==> config.mk <==
export PLATFORM = sky130hd
export DESIGN_NAME = mem_access_stage
export DESIGN_NICKNAME = d
export VERILOG_FILES = /design/src/rtl/mem_access_stage.sv
export SDC_FILE = /design/constraint.sdc
export NUM_CORES = 1
export LEC_CHECK = 0
export BUFFER_PORTS_ARGS = -buffer_cell sky130_fd_sc_hd__buf_4
export CAP_MARGIN = 20
export CORE_AREA = 8 8 107 158
export CTS_CLUSTER_SIZE = 20
export DETAILED_ROUTE_END_ITERATION = 12
export DIE_AREA = 0 0 115 166
export PLACE_DENSITY = 0.9
export SLEW_MARGIN = 40
export SYNTH_ARGS = -nofsm -noshare
export SYNTH_HDL_FRONTEND = slang
export SYNTH_SLANG_ARGS = --single-unit
==> constraint.sdc <==
create_clock -name iClk -period 5.65 [get_ports iClk]
set_clock_uncertainty 0.15 [all_clocks]
set_input_delay 0.565 -clock iClk [delete_from_list [all_inputs] [get_ports iClk]]
set_output_delay 0.565 -clock iClk [all_outputs]
set_load 0.03 [all_outputs]
==> src/rtl/mem_access_stage.sv <==
// Load/store memory access stage: runs one req/ack bus transaction per operation,
// builds store byte lanes, extends load data and reports access faults as a pulse.
module mem_access_stage #(
  parameter int XLEN        = 32,
  parameter int REG_SEL_W   = 5,
  parameter int ACK_TIMEOUT = 255
) (
  input  logic                 iClk,
  input  logic                 iRst,
  input  logic                 iMemValid,
  input  logic                 iMemRead,
  input  logic                 iMemWrite,
  input  logic [XLEN-1:0]      iMemAddr,
  input  logic [XLEN-1:0]      iMemData,
  input  logic [2:0]           iMemOpType,
  input  logic [REG_SEL_W-1:0] iMemRdAddr,
  output logic                 oReady,
  output logic                 oBusReq,
  output logic                 oBusWe,
  output logic [XLEN-1:0]      oBusAddr,
  output logic [XLEN-1:0]      oBusWData,
  output logic [XLEN/8-1:0]    oBusBe,
  input  logic                 iBusAck,
  input  logic [XLEN-1:0]      iBusRData,
  output logic                 oRegDv,
  output logic [REG_SEL_W-1:0] oRegAddr,
  output logic [XLEN-1:0]      oRegData,
  output logic                 oExcDv,
  output logic [1:0]           oExcCause,
  output logic [XLEN-1:0]      oExcAddr
);

  generate
    if (XLEN != 32) begin : gBadXlen
      $error("mem_access_stage supports XLEN = 32 only");
    end
  endgenerate

  localparam logic [1:0] IDLE = 2'd0;
  localparam logic [1:0] BUS  = 2'd1;
  localparam logic [1:0] WB   = 2'd2;
  localparam int CNT_W = (ACK_TIMEOUT > 0) ? $clog2(ACK_TIMEOUT + 1) : 1;

  logic [1:0]           stateReg;
  logic [CNT_W-1:0]     cntReg;
  logic [CNT_W:0]       cntInc;
  logic [XLEN-1:0]      addrReg;
  logic [2:0]           opReg;
  logic [REG_SEL_W-1:0] rdReg;
  logic                 busReqReg, busWeReg, regDvReg, excDvReg;
  logic [XLEN-1:0]      busAddrReg, busWDataReg, regDataReg, excAddrReg;
  logic [XLEN/8-1:0]    busBeReg;
  logic [REG_SEL_W-1:0] regAddrReg;
  logic [1:0]           excCauseReg;

  logic                 accept, opLegal, misaligned, timeoutHit;
  logic [XLEN-1:0]      storeWData, loadExt;
  logic [3:0]           storeBe;
  logic [7:0]           ldByte;
  logic [15:0]          ldHalf;

  // Store data is replicated so the lane picked by the byte enables carries it.
  genvar gi;
  generate
    for (gi = 0; gi < XLEN / 8; gi++) begin : gLane
      assign storeWData[gi*8 +: 8] = (iMemOpType[1:0] == 2'b00) ? iMemData[7:0] :
                                     (iMemOpType[1:0] == 2'b01) ? iMemData[(gi % 2)*8 +: 8] :
                                                                  iMemData[gi*8 +: 8];
    end
  endgenerate

  always_comb begin
    accept  = iMemValid && (stateReg == IDLE) && (iMemRead || iMemWrite);
    opLegal = iMemRead ? (iMemOpType inside {3'b000, 3'b001, 3'b010, 3'b100, 3'b101})
                       : (iMemOpType inside {3'b000, 3'b001, 3'b010});
    misaligned = ((iMemOpType[1:0] == 2'b01) && iMemAddr[0]) ||
                 ((iMemOpType[1:0] == 2'b10) && (iMemAddr[1:0] != 2'b00));
    case (iMemOpType[1:0])
      2'b00:   storeBe = 4'b0001 << iMemAddr[1:0];
      2'b01:   storeBe = 4'b0011 << iMemAddr[1:0];
      default: storeBe = 4'b1111;
    endcase
    cntInc     = {1'b0, cntReg} + {{CNT_W{1'b0}}, 1'b1};
    timeoutHit = (ACK_TIMEOUT != 0) && (int'(cntInc) == ACK_TIMEOUT);
  end

  always_comb begin
    ldByte = iBusRData[{addrReg[1:0], 3'b000} +: 8];
    ldHalf = addrReg[1] ? iBusRData[31:16] : iBusRData[15:0];
    case (opReg)
      3'b000:  loadExt = {{24{ldByte[7]}}, ldByte};
      3'b001:  loadExt = {{16{ldHalf[15]}}, ldHalf};
      3'b100:  loadExt = {24'd0, ldByte};
      3'b101:  loadExt = {16'd0, ldHalf};
      default: loadExt = iBusRData;
    endcase
  end

  always_ff @(posedge iClk) begin
    if (iRst) begin
      stateReg    <= IDLE;
      cntReg      <= '0;
      addrReg     <= '0;
      opReg       <= '0;
      rdReg       <= '0;
      busReqReg   <= 1'b0;
      busWeReg    <= 1'b0;
      busAddrReg  <= '0;
      busWDataReg <= '0;
      busBeReg    <= '0;
      regDvReg    <= 1'b0;
      regAddrReg  <= '0;
      regDataReg  <= '0;
      excDvReg    <= 1'b0;
      excCauseReg <= 2'b00;
      excAddrReg  <= '0;
    end else begin
      regDvReg <= 1'b0;
      excDvReg <= 1'b0;
      case (stateReg)
        IDLE: if (accept) begin
          if (!opLegal || misaligned) begin
            // Illegal funct3 outranks misalignment; the operation never reaches the bus.
            excDvReg    <= 1'b1;
            excCauseReg <= !opLegal ? 2'b10 : 2'b01;
            excAddrReg  <= iMemAddr;
          end else begin
            stateReg    <= BUS;
            cntReg      <= '0;
            addrReg     <= iMemAddr;
            opReg       <= iMemOpType;
            rdReg       <= iMemRdAddr;
            busReqReg   <= 1'b1;
            busWeReg    <= !iMemRead;
            busAddrReg  <= {iMemAddr[XLEN-1:2], 2'b00};
            busWDataReg <= iMemRead ? '0 : storeWData;
            busBeReg    <= iMemRead ? 4'b1111 : storeBe;
          end
        end
        BUS: begin
          if (iBusAck) begin
            busReqReg <= 1'b0;
            if (busWeReg) begin
              stateReg <= IDLE;
            end else begin
              stateReg   <= WB;
              regDvReg   <= (rdReg != '0);
              regAddrReg <= rdReg;
              regDataReg <= loadExt;
            end
          end else if (timeoutHit) begin
            busReqReg   <= 1'b0;
            stateReg    <= IDLE;
            excDvReg    <= 1'b1;
            excCauseReg <= 2'b11;
            excAddrReg  <= addrReg;
          end else begin
            cntReg <= cntInc[CNT_W-1:0];
          end
        end
        default: stateReg <= IDLE;
      endcase
    end
  end

  assign oReady    = (stateReg == IDLE);
  assign oBusReq   = busReqReg;
  assign oBusWe    = busWeReg;
  assign oBusAddr  = busAddrReg;
  assign oBusWData = busWDataReg;
  assign oBusBe    = busBeReg;
  assign oRegDv    = regDvReg;
  assign oRegAddr  = regAddrReg;
  assign oRegData  = regDataReg;
  assign oExcDv    = excDvReg;
  assign oExcCause = excCauseReg;
  assign oExcAddr  = excAddrReg;

endmodule

==> results of run 1 <==
power by group:
part | leakage [nW] | internal (mW) | switching (mW)
combinational | 2.25 | 0.160 | 0.247
clock | 0.263 | 0.592 | 0.489
sequential | 1.31 | 1.18 | 0.0294
total | 3.82 | 1.93 | 0.765
through the flow:
stage          cells  area [sq um]  util (%)
2_1_floorplan    882          7180         -
3_3_place_gp    1235          8870      60.2
3_5_place_dp    1237          8920      60.6
4_1_cts         1269          9480      64.4
5_1_grt         1269          9480      64.4
6_report        1269          9480      64.4
kinds of logic (layout without fill, tap and decap cells):
family,count (synthesis),after routing,share of synthesized area [%]
AND/OR/NAND/NOR,320,320,20.7
AO/OA/AOI/OAI,243,243,20.4
flip-flops,161,161,44.9
buffers and inverters,118,306,8.33
multiplexers,33,33,4.91
XOR/XNOR,3,3,0.366
adder cells (fa/ha/maj),2,2,0.348
other,1,2,0.0522
layout by cell type (no fill, tap or decap), types with 3 or more instances in the layout:
master      netlist  final
a211o_1           3      3
or3_1            24     24
mux2i_1          24     24
a21o_1            3      3
nor2_1           45     43
nand3_1          42     42
a21oi_1         136    136
nor3_1            6      5
nand2b_1          6      6
o21a_1            3      3
inv_1            11     11
nand2_1         160    160
a22oi_1          32     32
clkinvlp_4        0      4
buf_4            32    260
o221ai_1          7      7
o41ai_1           3      3
dfxtp_1         161    161
inv_6             0      5
nand3b_1         17     17
a211oi_1         29     29
and3_1            4      4
a31oi_1           9      9
clkbuf_8          0      3
clkbuf_16         0     17
mux2_2            8      8
o21ai_0          12     12
area by class of cell:
cell class,count,area [sq um]
inverters,11,41.3
clock inverters,13,101
well taps,199,249
fillers,1216,5240
clock buffers,19,453
multi-input cells,603,3410
flip-flops and latches,161,3220
repair buffers,263,2010
sequential cells by signal, summed over array words and instances (netlist names), 3 cells and up:
register	flops
cntReg	8
rdReg	5
oRegData	32
addrReg	32
opReg	3
oBusBe	4
oRegAddr	5
oBusWData	32
oExcAddr	32
worst max-delay path, stage by stage (launching register included):
cell and delay, ns:
dfxtp_1 0.81, mux4_2 0.59, nand2b_1 0.13, a211oi_1 0.10, nor2_2 0.57, a211oi_1 0.19
layer usage:
layer	up-vias	track usage (%)	wire (microns)
met3	62	7.03	1930
met1	3394	26.2	8970
met5	-	0	0
met2	324	40.7	11800
li1	3416	-	-
met4	0	12.6	1000
worst min-delay path by stage:
stage                       start            end  cells after the start  slack [ns]
finish              iMemRdAddr[0]       rdReg[0]                      3        0.24
global route        iMemRdAddr[0]       rdReg[0]                      3        0.23
CTS                 iMemRdAddr[0]       rdReg[0]                      3        0.23
detailed placement  oBusWData[12]  oBusWData[12]                      2        0.29
global placement      oRegData[0]    oRegData[0]                      2        0.29
floorplan                rdReg[3]    oRegAddr[3]                      2        0.29
synth_stat cells, types with 4 or more instances:
| library cell | count |
|---|---|
| nand2b_1 | 6 |
| a21oi_1 | 136 |
| a31oi_1 | 9 |
| nor2_1 | 45 |
| nand3b_1 | 17 |
| mux2_2 | 8 |
| inv_1 | 11 |
| o221ai_1 | 7 |
| o21ai_0 | 12 |
| mux2i_1 | 24 |
| or3_1 | 24 |
| dfxtp_1 | 161 |
| a211oi_1 | 29 |
| clkbuf_1 | 65 |
| buf_6 | 4 |
| nand3_1 | 42 |
| buf_2 | 4 |
| and3_1 | 4 |
| buf_4 | 32 |
| a22oi_1 | 32 |
| nor3_1 | 6 |
| nand2_1 | 160 |
==> impl_metrics.py, run 1 <==
metrics = {
    "setup_path": {
        "critPathLaunch": "addrReg[1]",
        "cp-start-kind": "flip-flop",
        "crit_fanout": 20,
        "reg2reg_from": "addrReg[1]",
        "worstRegToRegCells": 5,
        "crit_type": "reg2reg",
        "reg2reg_slack_ns": 2.95,
        "critPathCapture": "oRegData[31]",
        "timing.rr.end": "oRegData[31]",
        "endpoint_kind": "flip-flop",
        "required_ns": 5.76,
        "critPathArrivalTime_ns": 2.81,
    },
    "clock_tree": {
        "post-cts-setup-buffers": 0,
        "cts_tree": "built",
        "clock_path_buffers": 2,
        "clk_latency_ns": 0.42,
        "cts_buffers": 17,
        "cts.sinks": 161,
        "h-tree-depth": 4,
        "clkTransAtPathRegs_ns": 0.07,
        "cts-root-buf": "clkbuf_16",
        "cts-resized-gates": 0,
        "hold_buffers": 0,
    },
    "global_route": {
        "grt_pass1_wl_microns": 36700,
        "grt_pass1_vias": 6981,
        "grt_max_degree": 113,
        "overflow": 0,
        "grt_use_total_pct": 24.0,
        "antenna_found_initial": 0,
    },
    "sta": {
        "slew-limit-headroom_pct": 49.3,
        "whs_ns": 0.244,
        "timing.fmax_mhz": 371,
        "rsz0062_at_grt": "false",
        "setup_ws_ns": 2.95,
        "setup_viol": 0,
        "finalCriticalPeriod_ns": 2.70,
        "setup_tns_ns": 0,
        "min_period_over_period_pct": 47.8,
        "tightest_slew_ns": 0.761,
        "report.final.slew_viol_count": 0,
        "final_hold_viol_count": 0,
    },
    "drt": {
        "via_per_inst": 5.67,
        "wl_microns": 23700,
        "vias": 7196,
        "drtIter0Drc": 627,
        "routedWlPerCell_microns": 18.7,
        "first_pass_iters": 5,
        "drc": 0,
        "postRouteAntennaNets": 0,
    },
    "placed_design": {
        "numPortBuffers": 251,
        "dp_slack_ns": 2.70,
        "place_congestion": 0.879,
        "dp_hpwl_microns": 16900,
    },
    "synth": {
        "ys.warnings.count": 0,
        "seq_area_frac_synth_pct": 44.9,
        "async_flop_share_pct": 0,
        "ys_types": 49,
        "netlist_instances": 881,
        "ys_seq_elements": 161,
        "syn_area_per_cell_sq_um": 8.15,
        "synth_area_leader_cell": "dfxtp_1",
        "synth_edf_count": 0,
        "synthFlopType": "dfxtp_1",
        "synthesis.area_sq_um": 7180,
        "ys_top_cells_by_area": "dfxtp_1, a21oi_1, nand2_1",
        "synth_top_area_share_pct": 44.9,
    },
    "worst_hold_path": {
        "min_path_type": "in2reg",
    },
    "power_and_ir_drop": {
        "vdd_drop_max_uv": 167,
        "powerDensity_nw_per_um2": 284,
        "p_leak_nw": 3.82,
        "total_power_mw": 2.69,
    },
    "flow_run": {
        "timing.max_cap.violations": 0,
    },
    "die": {
        "num_rows": 55,
        "die_h_microns": 166,
        "dieArea_sq_um": 19100,
        "die_width_microns": 115,
        "initial_core_util_pct": 48.8,
        "io_pins": 254,
        "core_area_sq_um": 14700,
    },
    "finish": {
        "drive_above_1_share_pct": 29.3,
        "n_antenna_cell": 0,
        "final_nets": 1169,
        "area_delta_synth_final_pct": 32.1,
    },
    "outcome": {
        "status": "completed",
    },
}
Power figures use the tool's default switching activity.
==> run 2: changes to the inputs <==
--- a/config.mk
+++ b/config.mk
@@ -7,11 +7,11 @@
 export LEC_CHECK = 0
 export BUFFER_PORTS_ARGS = -buffer_cell sky130_fd_sc_hd__buf_4
 export CAP_MARGIN = 20
-export CORE_AREA = 8 8 107 158
+export CORE_AREA = 8 8 113 166
 export CTS_CLUSTER_SIZE = 20
 export DETAILED_ROUTE_END_ITERATION = 12
-export DIE_AREA = 0 0 115 166
-export PLACE_DENSITY = 0.9
+export DIE_AREA = 0 0 121 174
+export PLACE_DENSITY = 0.86
 export SLEW_MARGIN = 40
 export SYNTH_ARGS = -nofsm -noshare
 export SYNTH_HDL_FRONTEND = slang
==> constraint.sdc (replaced) <==
create_clock -name iClk -period 2.4 [get_ports iClk]
set_clock_uncertainty 0.15 [all_clocks]
set_input_delay 0.24 -clock iClk [delete_from_list [all_inputs] [get_ports iClk]]
set_output_delay 0.24 -clock iClk [all_outputs]
set_load 0.03 [all_outputs]
==> impl_metrics.py, run 2 (synthesis results as in run 1) <==
metrics = {
    "outcome": {
        "status": "completed",
    },
    "power_and_ir_drop": {
        "intPower_mw": 4.94,
        "p_sw_mw": 1.91,
        "pwr-share-seq_pct": 41.4,
        "total_power_mw": 6.85,
        "powerDensity_nw_per_um2": 648,
        "p_leak_nw": 4.29,
        "vdd_drop_max_uv": 539,
        "switching_share_pct": 27.9,
        "pwr-share-comb_pct": 16.5,
        "clkPwrFrac_pct": 42.1,
    },
    "worst_hold_path": {
        "min_path_type": "in2reg",
        "hold_end": "oRegData[6]",
        "whs_path_depth": 3,
        "hp-start": "iBusRData[6]",
    },
    "finish": {
        "finalInstanceArea_sq_um": 10600,
        "area_delta_synth_final_pct": 47.2,
        "final_cell_mix": "buf_4, dfxtp_1, nand2_1",
        "n_antenna_cell": 0,
        "final_nets": 1260,
        "final_common_cell": "buf_4",
        "drive_above_1_share_pct": 30.0,
        "n_fill_cell": 1301,
        "stdcell_count": 1371,
    },
    "die": {
        "die_h_microns": 174,
        "num_rows": 58,
        "dieArea_sq_um": 21100,
        "io_pins": 254,
        "initial_core_util_pct": 43.6,
        "die_width_microns": 121,
        "core_area_sq_um": 16500,
    },
    "sta": {
        "timing.fmax_mhz": 419,
        "min_period_over_period_pct": 99.4,
        "finalCriticalPeriod_ns": 2.39,
        "rsz0062_at_grt": "true",
        "setup_tns_ns": 0,
        "whs_ns": 0.0222,
        "slew-limit-headroom_pct": 64.0,
        "report.final.slew_viol_count": 0,
        "tightest_slew_ns": 0.540,
        "setup_viol": 0,
        "final_hold_viol_count": 0,
    },
    "clock_tree": {
        "cts-root-buf": "clkbuf_16",
        "cts_tree": "built",
        "cts.sinks": 161,
        "clk_latency_ns": 0.43,
        "h-tree-depth": 4,
        "clock_path_buffers": 2,
        "clkTransAtPathRegs_ns": 0.06,
        "cts_buffers": 17,
    },
    "setup_path": {
        "crit_path_max_incr_delay_ns": 0.57,
        "endpoint_kind": "flip-flop",
        "critPathBufInv": 4,
        "crit_type": "in2reg",
        "cpLargestDelayFamily": "simple AND/OR/NAND/NOR gates",
        "cp-start-kind": "input port",
        "required_ns": 2.60,
        "crit_chain": "dlygate4sd3_1 -> buf_6 -> nor4_4 -> a31oi_1 -> or4_4 -> buf_12 -> buf_16 -> or3_1 -> a21oi_2",
        "critPathArrivalTime_ns": 2.58,
        "slowest_stage": "dlygate4sd3_1",
        "crit_fanout": 10,
        "worstRegToRegCells": 7,
        "reg2reg_slack_ns": 0.26,
        "reg2reg_from": "cntReg[1]",
        "timing.rr.end": "cntReg[4]",
    },
    "flow_run": {
        "timing.max_cap.violations": 0,
    },
    "global_route": {
        "grt_use_total_pct": 23.6,
        "grt_max_degree": 75,
        "antenna_found_initial": 0,
        "grt_pass1_wl_microns": 40100,
        "overflow": 0,
        "grt_pass1_vias": 7510,
    },
    "drt": {
        "vias": 7681,
        "via_per_inst": 5.60,
        "first_pass_iters": 5,
        "postRouteAntennaNets": 0,
        "wl_microns": 26500,
        "routedWlPerCell_microns": 19.4,
        "drtIter0Drc": 747,
        "drc": 0,
    },
    "placed_design": {
        "numPortBuffers": 251,
        "dp_cells": 1266,
        "dpl_cell_area_sq_um": 9120,
        "place_congestion": 0.877,
        "dp_hpwl_microns": 17200,
    },
}
[run 2: worst max path at each step]
stage               slack [ns]             to  cells past startpoint          start
floorplan                 0.35      cntReg[4]                      7      cntReg[1]
global placement          0.27  oBusWData[12]                      7  iMemOpType[0]
detailed placement        0.16  oBusWData[14]                      7  iMemOpType[2]
CTS                       0.05  oBusWData[14]                      8    iMemAddr[0]
global route             -0.03  oBusWData[30]                      9    iMemAddr[0]
finish                    0.01  oBusWData[20]                      9    iMemAddr[0]
[run 2: layer usage]
| layer | vias to the layer above | track usage [%] | wire length [microns] |
|---|---|---|---|
| li1 | 3600 | - | - |
| met1 | 3617 | 26.1 | 9910 |
| met2 | 386 | 40.3 | 13500 |
| met3 | 78 | 6.27 | 1930 |
| met4 | 0 | 11.9 | 1210 |
| met5 | - | 0 | 0 |
[run 2: per-stage QoR]
step                      utilization (%)  setup WS, ns
after floorplan                         -         0.354
after global placement               55.4         0.268
after detailed placement             55.4         0.164
after CTS                            62.9        0.0540
after global routing                 64.2       -0.0348
final                                64.2        0.0145
[run 2: cell type report]
cell class / count / area, sq um / area share [%]
sequential: 161 / 3220 / 30.5
timing repair buffer: 354 / 2970 / 28.1
multi-input combinational: 603 / 3450 / 32.7
tap: 210 / 263 / 2.49
clock inverter: 14 / 191 / 1.81
clock buffer: 18 / 429 / 4.06
inverter: 11 / 41.3 / 0.391
[run 2: what timing repair did]
action	CTS	global route
hold buffers	62	0
hold endpoints to repair	96	0
gates resized for setup	0	11
buffers inserted	0	7
endpoints found under the setup margin	0	18
[run 2: worst reg2reg max path: stages, from the launching register on]
cell	delay (ns)
dfxtp_1	0.40
ha_1	0.24
xor2_1	0.19
nand4_1	0.21
o21ai_0	0.29
buf_4	0.19
and3_1	0.27
a211o_1	0.15
[run 2: power by group through the flow]
stage	clock network [mW]	registers, mW	logic [mW]
6_report	2.88	2.84	1.13
3_3_place_gp	0	2.89	0.975
3_5_place_dp	0	2.89	0.988
5_1_grt	3.02	2.84	1.20
4_1_cts	2.90	2.83	1.08
2_1_floorplan	0	3.01	0.432
==> run 3: changes to the inputs <==
--- a/config.mk
+++ b/config.mk
@@ -7,10 +7,10 @@
 export LEC_CHECK = 0
 export BUFFER_PORTS_ARGS = -buffer_cell sky130_fd_sc_hd__buf_4
 export CAP_MARGIN = 20
-export CORE_AREA = 8 8 113 166
+export CORE_AREA = 2 2 107 160
 export CTS_CLUSTER_SIZE = 20
 export DETAILED_ROUTE_END_ITERATION = 12
-export DIE_AREA = 0 0 121 174
+export DIE_AREA = 0 0 109 162
 export PLACE_DENSITY = 0.86
 export SLEW_MARGIN = 40
 export SYNTH_ARGS = -nofsm -noshare
==> impl_metrics.py, run 3 (synthesis results as in run 1) <==
metrics = {
    "outcome": {
        "status": "completed",
    },
    "clock_tree": {
        "clkTransAtPathRegs_ns": 0.06,
        "cts_tree": "built",
        "cts-root-buf": "clkbuf_16",
        "hold_buffers": 64,
        "clk_latency_ns": 0.42,
        "cts_buffers": 17,
        "h-tree-depth": 4,
        "clock_path_buffers": 2,
        "cts.sinks": 161,
        "cts-resized-gates": 0,
        "post-cts-setup-buffers": 0,
    },
    "setup_path": {
        "worstRegToRegCells": 7,
        "critPathLaunch": "iMemOpType[2]",
        "crit_type": "in2reg",
        "endpoint_kind": "flip-flop",
        "slowest_stage": "dlygate4sd3_1",
        "critPathBufInv": 3,
        "cp_num_cells": 8,
        "critPathCapture": "oBusWData[17]",
        "crit_chain": "dlygate4sd3_1 -> buf_4 -> nor4_2 -> a31oi_1 -> or4_4 -> buf_12 -> or3_1 -> a21oi_1",
        "timing.rr.end": "cntReg[5]",
        "cpLargestDelayFamily": "simple AND/OR/NAND/NOR gates",
        "required_ns": 2.59,
        "crit_path_max_incr_delay_ns": 0.55,
        "reg2reg_slack_ns": 0.30,
        "cp-start-kind": "input port",
        "crit_fanout": 47,
        "critPathArrivalTime_ns": 2.54,
        "reg2reg_from": "cntReg[1]",
    },
    "sta": {
        "report.final.slew_viol_count": 0,
        "slew-limit-headroom_pct": 51.7,
        "rsz0062_at_grt": "false",
        "whs_ns": 0.0467,
        "finalCriticalPeriod_ns": 2.36,
        "final_hold_viol_count": 0,
        "setup_tns_ns": 0,
        "min_period_over_period_pct": 98.2,
        "tightest_slew_ns": 0.724,
        "setup_ws_ns": 0.0439,
        "timing.fmax_mhz": 424,
        "setup_viol": 0,
    },
    "die": {
        "dieArea_sq_um": 17700,
        "initial_core_util_pct": 44.3,
        "die_width_microns": 109,
        "io_pins": 254,
        "die_h_microns": 162,
        "num_rows": 57,
        "core_area_sq_um": 16200,
    },
    "global_route": {
        "grt_pass1_wl_microns": 37400,
        "grt_pass1_vias": 7276,
        "antenna_found_initial": 0,
        "grt_max_degree": 81,
        "grt_use_total_pct": 27.2,
        "overflow": 0,
    },
    "placed_design": {
        "dp_hpwl_microns": 15800,
        "numPortBuffers": 251,
        "place_congestion": 0.895,
        "dp_slack_ns": 0.239,
    },
    "finish": {
        "final_common_cell": "buf_4",
        "n_antenna_cell": 0,
        "final_util_pct": 64.0,
        "seqCellArea_sq_um": 3220,
        "multiInputGateArea_sq_um": 3410,
        "final_cell_mix": "buf_4, dfxtp_1, nand2_1",
        "n_fill_cell": 1312,
        "final_nets": 1247,
        "area_delta_synth_final_pct": 44.3,
        "drive_above_1_share_pct": 28.1,
    },
    "drt": {
        "via_per_inst": 5.59,
        "vias": 7565,
        "drtIter0Drc": 714,
        "first_pass_iters": 5,
        "postRouteAntennaNets": 0,
        "routedWlPerCell_microns": 18.0,
        "wl_microns": 24300,
        "drc": 0,
    },
    "worst_hold_path": {
        "min_path_type": "in2reg",
    },
    "power_and_ir_drop": {
        "vdd_drop_max_uv": 404,
        "p_leak_nw": 4.20,
        "powerDensity_nw_per_um2": 655,
    },
    "flow_run": {
        "timing.max_cap.violations": 0,
    },
}
[run 3: changes by cell type in the layout (fill, tap and decap cells not counted), moves of 3 or more]
cell       delta
inv_6         -4
clkbuf_8      +5
clkbuf_16     -3
inv_8         -3
a21oi_1       +6
a21oi_2       -6
buf_4         -8
[run 3: per-stage QoR]
| stage | cells | total power, mW | instance area [sq um] |
|---|---|---|---|
| final | 1354 | 6.78 | 10400 |
| after global routing | 1354 | 7.01 | 10400 |
| after CTS | 1354 | 6.81 | 10400 |
| after detailed placement | 1258 | 3.87 | 9090 |
| after global placement | 1258 | 3.85 | 9090 |
| after floorplan | 882 | 3.45 | 7180 |
[run 3: how the worst min path moves through the flow]
stage / start / to / cells past startpoint
2_1_floorplan: iMemRdAddr[0] / rdReg[0] / 2
3_3_place_gp: oRegData[2] / oRegData[2] / 2
3_5_place_dp: oRegData[5] / oRegData[5] / 2
4_1_cts: iBusRData[5] / oRegData[5] / 3
5_1_grt: iMemOpType[0] / opReg[0] / 3
6_report: iBusAck / oBusReq / 4
[run 3: tightest hold or removal path, stage by stage]
cell and delay (ns):
buf_4 0.11, a21oi_1 0.05, o22ai_1 0.11, nor2_1 0.05
[run 3: metal layers]
| metal | wire [microns] | global-route usage, % | vias to the layer above | share of wire, % |
|---|---|---|---|---|
| li1 | - | - | 3568 | - |
| met1 | 8790 | 28.9 | 3537 | 36 |
| met2 | 12400 | 46.6 | 368 | 51 |
| met3 | 1860 | 7.95 | 92 | 7.7 |
| met4 | 1280 | 16.3 | 0 | 5.2 |
| met5 | 0 | 0 | - | 0 |
[run 3: cell type report]
cell class	instances	area share, %
clock buffer	25	4.88
clock inverter	7	1.18
inverter	11	0.399
multi-input combinational	603	33.0
sequential	161	31.1
tap	206	2.49
timing repair buffer	341	27.0
[run 3: where the power goes]
group	internal, mW	switching (mW)	total (mW)
clock	1.78	1.08	2.87
sequential	2.77	0.0697	2.84
combinational	0.464	0.610	1.07
total	5.02	1.76	6.78
